File: src/rtl/lamp_sequence_monitor.sv
// lamp_sequence_monitor: on-line checker for the 3-bit lamp drive bus
// (red=100, green=010, yellow=001). It locks onto the green->yellow->red->green
// cycle, counts completed cycles (red->green) and flags bad codes, out-of-order
// transitions and lamps held too long. All outputs are registered.
// Optional build macro LAMP_MON_ERR_COUNT_EN adds an 8-bit saturating error
// counter output err_cnt.
//
// Handshake: there is no valid/ready flow control. light is sampled on every
// rising clk edge and every output reflects that sample one cycle later.
// The FSM state is visible on the color port (00 SYNC, 01 GRN, 10 YEL, 11 RED).
module lamp_sequence_monitor #(
  parameter int MAX_DWELL = 4,
  parameter int CNT_W     = 8
) (
  input  logic             clk,
  input  logic             rst,
  input  logic [2:0]       light,
  input  logic             clr_err,
  output logic [1:0]       color,
  output logic             locked,
  output logic             code_err,
  output logic             seq_err,
  output logic             stuck_err,
  output logic             err_sticky,
  output logic [CNT_W-1:0] cycle_cnt
`ifdef LAMP_MON_ERR_COUNT_EN
  ,
  output logic [7:0]       err_cnt
`endif
);

  localparam int DW = $clog2(MAX_DWELL + 2);
  localparam logic [DW-1:0] DWELL_SAT = DW'(MAX_DWELL + 1);
  localparam logic [DW-1:0] DWELL_ONE = DW'(1);

  // State encoding doubles as the decoded colour code.
  typedef enum logic [1:0] {
    SYNC = 2'b00,
    GRN  = 2'b01,
    YEL  = 2'b10,
    RED  = 2'b11
  } state_t;

  state_t          state, state_nxt;
  state_t          obs_st, adv_st;
  logic [DW-1:0]   dwell, dwell_nxt;
  logic            code_nxt, seq_nxt, stuck_nxt, inc_cyc, err_any;

  // Decode the observed lamp code and the one legal successor of the current colour.
  always_comb begin
    obs_st = SYNC;
    adv_st = SYNC;
    case (light)
      3'b010:  obs_st = GRN;
      3'b001:  obs_st = YEL;
      3'b100:  obs_st = RED;
      default: obs_st = SYNC;
    endcase
    case (state)
      GRN:     adv_st = YEL;
      YEL:     adv_st = RED;
      RED:     adv_st = GRN;
      default: adv_st = SYNC;
    endcase
  end

  // Next-state, dwell and error pulse logic.
  always_comb begin
    state_nxt = state;
    dwell_nxt = dwell;
    code_nxt  = 1'b0;
    seq_nxt   = 1'b0;
    stuck_nxt = 1'b0;
    inc_cyc   = 1'b0;
    if (obs_st == SYNC) begin
      // Not one-hot: drop lock and wait for a valid code.
      code_nxt  = 1'b1;
      state_nxt = SYNC;
      dwell_nxt = '0;
    end else if (state == SYNC) begin
      state_nxt = obs_st;
      dwell_nxt = DWELL_ONE;
    end else if (obs_st == state) begin
      // Same colour held: count up, saturate, pulse only when crossing the limit.
      if (dwell != DWELL_SAT) begin
        dwell_nxt = dwell + DWELL_ONE;
        stuck_nxt = (dwell_nxt == DWELL_SAT);
      end
    end else begin
      state_nxt = obs_st;
      dwell_nxt = DWELL_ONE;
      if (obs_st == adv_st) inc_cyc = (state == RED);
      else                  seq_nxt = 1'b1;
    end
  end

  assign err_any = code_nxt | seq_nxt | stuck_nxt;
  assign color   = state;
  assign locked  = (state != SYNC);

  // State, dwell, pulses, sticky flag and cycle counter registers.
  always_ff @(posedge clk or posedge rst) begin
    if (rst) begin
      state      <= SYNC;
      dwell      <= '0;
      code_err   <= 1'b0;
      seq_err    <= 1'b0;
      stuck_err  <= 1'b0;
      err_sticky <= 1'b0;
      cycle_cnt  <= '0;
    end else begin
      state     <= state_nxt;
      dwell     <= dwell_nxt;
      code_err  <= code_nxt;
      seq_err   <= seq_nxt;
      stuck_err <= stuck_nxt;
      // A new error outranks a same-cycle clear.
      if (err_any)      err_sticky <= 1'b1;
      else if (clr_err) err_sticky <= 1'b0;
      if (inc_cyc) cycle_cnt <= cycle_cnt + CNT_W'(1);
    end
  end

`ifdef LAMP_MON_ERR_COUNT_EN
  // Saturating count of cycles with any error; a clear with a same-cycle error loads 1.
  always_ff @(posedge clk or posedge rst) begin
    if (rst) begin
      err_cnt <= 8'd0;
    end else if (clr_err) begin
      err_cnt <= {7'd0, err_any};
    end else if (err_any && (err_cnt != 8'hFF)) begin
      err_cnt <= err_cnt + 8'd1;
    end
  end
`endif

endmodule
File: config.mk
export PLATFORM = sky130hd
export DESIGN_NAME = lamp_sequence_monitor
export DESIGN_NICKNAME = d
export VERILOG_FILES = /design/src/rtl/lamp_sequence_monitor.sv
export SDC_FILE = /design/constraint.sdc
export NUM_CORES = 1
export LEC_CHECK = 0
export CORE_MARGIN = 4
export CORE_UTILIZATION = 45
export CTS_BUF_LIST = sky130_fd_sc_hd__clkbuf_4
export DETAILED_ROUTE_END_ITERATION = 16
export GPL_TIMING_DRIVEN = 0
export PLACE_DENSITY = 0.75
export SYNTH_ARGS = -nofsm -noshare
export SYNTH_HDL_FRONTEND = slang
export SYNTH_SLANG_ARGS = --single-unit
File: constraint.sdc
create_clock -name clk -period 2.54 [get_ports clk]
set_input_delay 0.762 -clock clk [delete_from_list [all_inputs] [get_ports clk]]
set_output_delay 0.762 -clock clk [all_outputs]
set_load 0.01 [all_outputs]
==> run metrics, run 1 <==
run status=complete, no violations; DRT Pass-1 Iters=4; worst skew pair latency=between 0.2 and 0.3 ns; CTS tree=built; WL per Instance=12.4 µm; Lkg Pwr=approximately 0.58 nW; Placed Area=approximately 0.0012 mm²; final setup fails=0; die area=about 0.0031 mm²; Main synth FF type=dfrtp_1; Synth Area in Compound Gates=9.73%; Die H=roughly 56 µm; DRT Wirelength=1930 µm; clock sink count=17; post-synthesis mux area share=2.22%; Area Overhead vs Synth=27.0%; r2r startpoint=color[1]$_DFFE_PP0P_; worst hold slack=about 0.48 ns; worst setup margin=0.0655 ns; DP Cell Count=150; final hold vios=0; Mapped Nets=around 120; die width=about 56 µm; FP Rows=16; crit path max fanout=8; starting density of the core=49.8%; DR vias=844; Clock Skew=0.00151 ns; Worst setup EP type=register; DP HPWL=1440 µm; sequential area share after synthesis=41.9%; number of flops mapped to enable cells by yosys=0; hold depth=1; DR iter-0 viols=16; antenna cells=0; P_int=0.408 mW; final instance area=0.00129 mm²; first-pass GRT wire length=3310 µm; Hold WC Path Type=reg -> reg; synth top area cells=dfrtp_1 42%, ha_1 8.6%, xnor2_1 6.9%; Gate Count Post-Synth=between 100 and 150; Synth Area in XOR/XNOR=roughly 7.8%; RSZ-0062 raised after global routing=no; sw frac=26.4%; Final Max Tran Viols=0; worst-margin pin slew=0.635 ns; crit path DAT=around 2.7 ns; fin util=between 60% and 70%; initial antenna violation count=0; Synth Area in Simple Gates=22.4%; Min-Delay Endpoint=cycle_cnt[7]$_DFFE_PP0P_; Worst R2R Path Depth=5; Critical Path RT=~2.7 ns; Synth Area in Adders=around a tenth; vias in the first global route=725; H-tree Lvls=1; vias per cell=between 5 and 6; post-synthesis register bit count=17; mapped cell area=0.00102 mm²; main combinational cell family by area after synthesis=simple AND/OR/NAND/NOR gates; Pwr per Cell Area=430 mW/mm²; Place WS=-0.239 ns; CTS root buf=clkbuf_4; Worst VDD drop=0.000212 V; sequential fraction of design power=53.1%; largest net degree at the start of global routing=18; Final Non-Filler Cells=between 150 and 200; post-cts hold buffer count=0; grt total ovfl=0; Clk pin slew, worst setup/hold paths=0.09 ns; Setup CP Type=in -> reg; ys async rst share=100%; nets=143; Setup Total Neg Slack=0 ns; P_sw=about 0.15 mW; Slew HR=57.6%; share of cells above drive strength 1=14.7%; Tot GR Track Use=13.4%; # IOs=21; maximum clock rate=404 MHz; count of different cell masters after synthesis=33; Hold Startpoint=cycle_cnt[7]$_DFFE_PP0P_; clock share of power=27.2%; PortBufs=19; # DRC=0; Post-DRT Antenna Nets=0; post-synth top area share=41.9%; Mean Syn Cell Area=9.77 µm²; min Tclk post-route=2.47 ns; max-cap viol count=0; CTS buffer count=3; setup slack, reg-to-reg=0.59 ns; Ys Warns=0; period utilisation layout=97.4%; Design Power=0.555 mW; clock tree buffer depth=2; Comb power frac=19.7%; CP Launch Type=primary input; core area=0.00204 mm²; Reg-to-Reg End=cycle_cnt[1]$_DFFE_PP0P_; area leader, netlist=dfrtp_1; RePlAce Congestion=0.855
[how the worst max path moves through the flow]
stage / startpoint / endpoint
global route: light[1] / cycle_cnt[1]$_DFFE_PP0P_
global placement: light[1] / cycle_cnt[1]$_DFFE_PP0P_
detailed placement: light[1] / cycle_cnt[1]$_DFFE_PP0P_
CTS: color[0]$_DFFE_PP0P_ / locked
finish: light[1] / cycle_cnt[1]$_DFFE_PP0P_
floorplan: light[2] / cycle_cnt[1]$_DFFE_PP0P_
[worst max-delay path: stages]
cell	delay, ns
clkdlybuf4s50_1	0.47
maj3_2	0.37
a221o_1	0.33
and4b_1	0.27
buf_6	0.13
mux2_2	0.33
[per-layer routing]
layer	up-vias	routed length [µm]	GRT usage, %
met5	-	0	0
met3	3	118	2.33
met4	0	29	7.29
met1	395	909	17.9
li1	416	-	-
met2	30	874	20.3
[Yosys cell counts, drive strengths merged, types with 2 or more instances]
cell and number:
o21ai 3, ha 7, nand4 4, xnor2 8, inv 7, or3 2, nand3 2, dfrtp 17
nor2 9, or2b 2, buf 4, nand2 6, nor3 6, a21oi 8, mux2 2, a31oi 2
[power by group through the flow]
| stage | combinational (mW) | sequential (mW) | clock (mW) |
|---|---|---|---|
| 6_report | 0.110 | 0.294 | 0.151 |
| 5_1_grt | 0.122 | 0.297 | 0.165 |
| 4_1_cts | 0.107 | 0.295 | 0.158 |
| 3_5_place_dp | 0.106 | 0.300 | 0 |
| 3_3_place_gp | 0.103 | 0.299 | 0 |
| 2_1_floorplan | 0.0608 | 0.301 | 0 |
[sequential cells by signal (all words and copies together), names as in the netlist]
register and cells:
code_err 1, color 2, cycle_cnt 8, dwell 3
err_sticky 1, seq_err 1, stuck_err 1
[logic make-up after synthesis]
| logic type | Yosys count |
|---|---|
| simple gates | 40 |
| flops | 17 |
| mux | 2 |
| compound gates | 17 |
| fa+ha+maj | 8 |
| buf+inv | 11 |
| xor+xnor | 9 |
[cell usage in the layout, fill, tap and decap left out, types with 2 or more instances in the layout]
master / count
a21oi_1: 8
a31oi_1: 2
buf_4: 2
buf_6: 3
clkbuf_4: 4
clkdlybuf4s50_1: 18
dfrtp_1: 15
dfrtp_2: 2
ha_1: 7
inv_1: 7
mux2_2: 2
nand2_1: 6
nand3_1: 2
nand4_1: 4
nor2_1: 9
nor3_1: 6
o21ai_0: 2
or3_1: 2
xnor2_1: 8
[what timing repair did]
action,in CTS,in global routing
endpoints found under the hold margin,0,0
gates resized for setup,2,2
buffers inserted,0,2
cloned,0,0
setup endpoints to repair,1,2
[layout make-up]
type	instances	area (µm²)
Timing Repair Buffer	21	208
Multi-Input combinational cell	76	527
Tap cell	27	33.8
Buffer	4	37.5
Inverter	7	26.3
Clock buffer	4	30.0
Sequential cell	17	428
Fill cell	186	752
No activity file was read; power rests on OpenSTA's default activity.
==> run 2, diff against run 1 <==
--- a/config.mk
+++ b/config.mk
@@ -5,12 +5,13 @@
 export SDC_FILE = /design/constraint.sdc
 export NUM_CORES = 1
 export LEC_CHECK = 0
+export ABC_AREA = 1
 export CORE_MARGIN = 4
 export CORE_UTILIZATION = 45
 export CTS_BUF_LIST = sky130_fd_sc_hd__clkbuf_4
 export DETAILED_ROUTE_END_ITERATION = 16
 export GPL_TIMING_DRIVEN = 0
-export PLACE_DENSITY = 0.75
+export PLACE_DENSITY = 0.73
 export SYNTH_ARGS = -nofsm -noshare
 export SYNTH_HDL_FRONTEND = slang
 export SYNTH_SLANG_ARGS = --single-unit
==> run 2 against run 1 <==
Register-to-register slack improved by 0.27 ns. Critical path type is now reg -> out. Largest power group unchanged. Cell area increased by 9.0%. Utilization decreased by 2.0 points. Count of clock-buffer cells in the layout decreased by 1. Synthesized area increased by 10%.
==> run metrics, run 2 <==
worst-margin pin slew=0.654 ns; Critical Path RT=1.78 ns; Worst VDD drop=around 0.00025 V; number of flops mapped to enable cells by yosys=0; commonest non-fill, non-tap cell in the layout=nand2_1; Post-DRT Antenna Nets=0; synth top area cells=dfrtp_1 38%, nand2_1 12%, ha_1 7.8%; Fillers=201; ys async rst share=100%; worst hold slack=approximately 0.54 ns; Ys Warns=0; Clock Skew=approximately 0.0020 ns; CP Launch Type=register; DRT Pass-1 Iters=4; max-cap viol count=0; Seq. cell area=425 µm²; most frequent cells in the layout=35 x nand2_1, 19 x clkdlybuf4s50_1, 17 x dfrtp_1, 15 x inv_1, 13 x nand3_1; Biggest register=cycle_cnt; Final Max Tran Viols=0; final setup fails=0; count of different cell masters after synthesis=20; DR vias=935; Hold WC Path Type=reg -> reg; Tot GR Track Use=15.2%; DRT Wirelength=2330 µm; period utilisation layout=84.6%; CTS buffer count=3; post-cts hold buffer count=0; CTS root buf=clkbuf_4; r2r startpoint=color[0]$_DFFE_PP0P_; starting density of the core=48.7%; mapped cell area=0.00112 mm²; area leader, netlist=dfrtp_1; Die H=57.9 µm; PortBufs=20; die width=57.9 µm; RePlAce Congestion=0.822; Pwr per Cell Area=roughly 440 mW/mm²; Final Non-Filler Cells=185; post-synthesis register bit count=17; min Tclk post-route=2.15 ns; # DRC=0; Multi-input gate area=611 µm²; vias per cell=5.05; antenna cells=0; crit path DAT=about 1.4 ns; # IOs=21; crit path max fanout=4; largest net degree at the start of global routing=18; Gate Count Post-Synth=130; CP startpoint=color[0]$_DFFE_PP0P_; H-tree Lvls=1; maximum clock rate=about 470 MHz; sequential area share after synthesis=38.0%; initial antenna violation count=0; most instantiated cells after synthesis=35 x nand2_1, 17 x dfrtp_1, 16 x inv_1; grt total ovfl=0; nets=171; final hold vios=0; post-synth top area share=38.0%; share of cells above drive strength 1=between 15 and 20%; Slew HR=56.3%; clock tree buffer depth=2; Hold Startpoint=cycle_cnt[1]$_DFFE_PP0P_; Setup CP Type=reg -> out; RSZ-0062 raised after global routing=no; most common cell in the netlist=nand2_1; DR iter-0 viols=26; CTS tree=built; FP Rows=17; Worst setup EP type=output port; DP Cell Count=between 150 and 200; vias in the first global route=921; Clk pin slew, worst setup/hold paths=0.11 ns; first-pass GRT wire length=slightly below 4000 µm; Lkg Pwr=0.783 nW; clock sink count=17; WL per Instance=12.6 µm; Main synth FF type=dfrtp_1; core area=about 0.0023 mm²; Mean Syn Cell Area=8.60 µm²; die area=around 0.0033 mm²; worst skew pair latency=about 0.3 ns; DP HPWL=1720 µm; Area Overhead vs Synth=25.7%; Setup Total Neg Slack=0 ns; run status=complete, no violations; Mapped Nets=143; max reg flops=8
## run 2: per-stage QoR
stage | total power [mW] | utilization, % | instance area [µm²] | worst slack [ns]
global route | 0.645 | 61.2 | 1410 | 0.344
detailed placement | 0.457 | 58.9 | 1350 | 0.196
finish | 0.613 | 61.2 | 1410 | 0.392
floorplan | 0.402 | - | 1120 | 0.887
CTS | 0.614 | 60.1 | 1380 | 0.0433
global placement | 0.452 | 58.9 | 1350 | 0.246
## run 2: final timing paths
kind	end	slack, ns	cells past startpoint
min in group asynchronous	dwell[2]$_DFFE_PP0P_	0.83	2
max reg2reg	cycle_cnt[4]$_DFFE_PP0P_	0.86	9
min	cycle_cnt[1]$_DFFE_PP0P_	0.54	2
max in group asynchronous	cycle_cnt[6]$_DFFE_PP0P_	1.29	2
max	color[0]	0.39	2
min reg2reg	cycle_cnt[1]$_DFFE_PP0P_	0.54	2
## run 2: per-layer routing
| metal | vias up | share of wire [%] | track usage [%] |
|---|---|---|---|
| met3 | 5 | 4.2 | 2.90 |
| li1 | 464 | - | - |
| met5 | - | 0 | 0 |
| met4 | 0 | 1.9 | 8.28 |
| met2 | 24 | 52 | 26.9 |
| met1 | 442 | 42 | 17.1 |
## run 2: repair_timing
action	4_1_cts	5_1_grt
resized for setup	1	1
endpoints found under the setup margin	1	1
buffers inserted	0	3
## run 2: layout make-up
| cell class | instances | share of cell area (%) |
|---|---|---|
| plain buffers | 1 | 0.801 |
| clock buffers | 3 | 1.60 |
| clock inverters | 1 | 0.356 |
| inverters | 19 | 5.07 |
| multi-input cells | 93 | 43.4 |
| flip-flops and latches | 17 | 30.2 |
| well taps | 28 | 2.49 |
| repair buffers | 23 | 16.0 |
## run 2: where the power goes
group          internal [mW]  switching (mW)  total [mW]
logic                 0.0694          0.0913       0.161
registers              0.284          0.0120       0.296
clock network         0.0588          0.0970       0.156
total                  0.413           0.200       0.613
## run 2: logic make-up after synthesis
| group | share of synthesized area (%) |
|---|---|
| buf+inv | 7.38 |
| simple gates | 39.7 |
| compound gates | 1.57 |
| fa+ha+maj | 7.83 |
| flops | 38.0 |
| xor+xnor | 5.48 |
## run 2: worst max-delay path, stage by stage (launching register included)
cell,delay (ns)
dfrtp_1,0.42
buf_4,0.14
clkdlybuf4s50_1,0.52
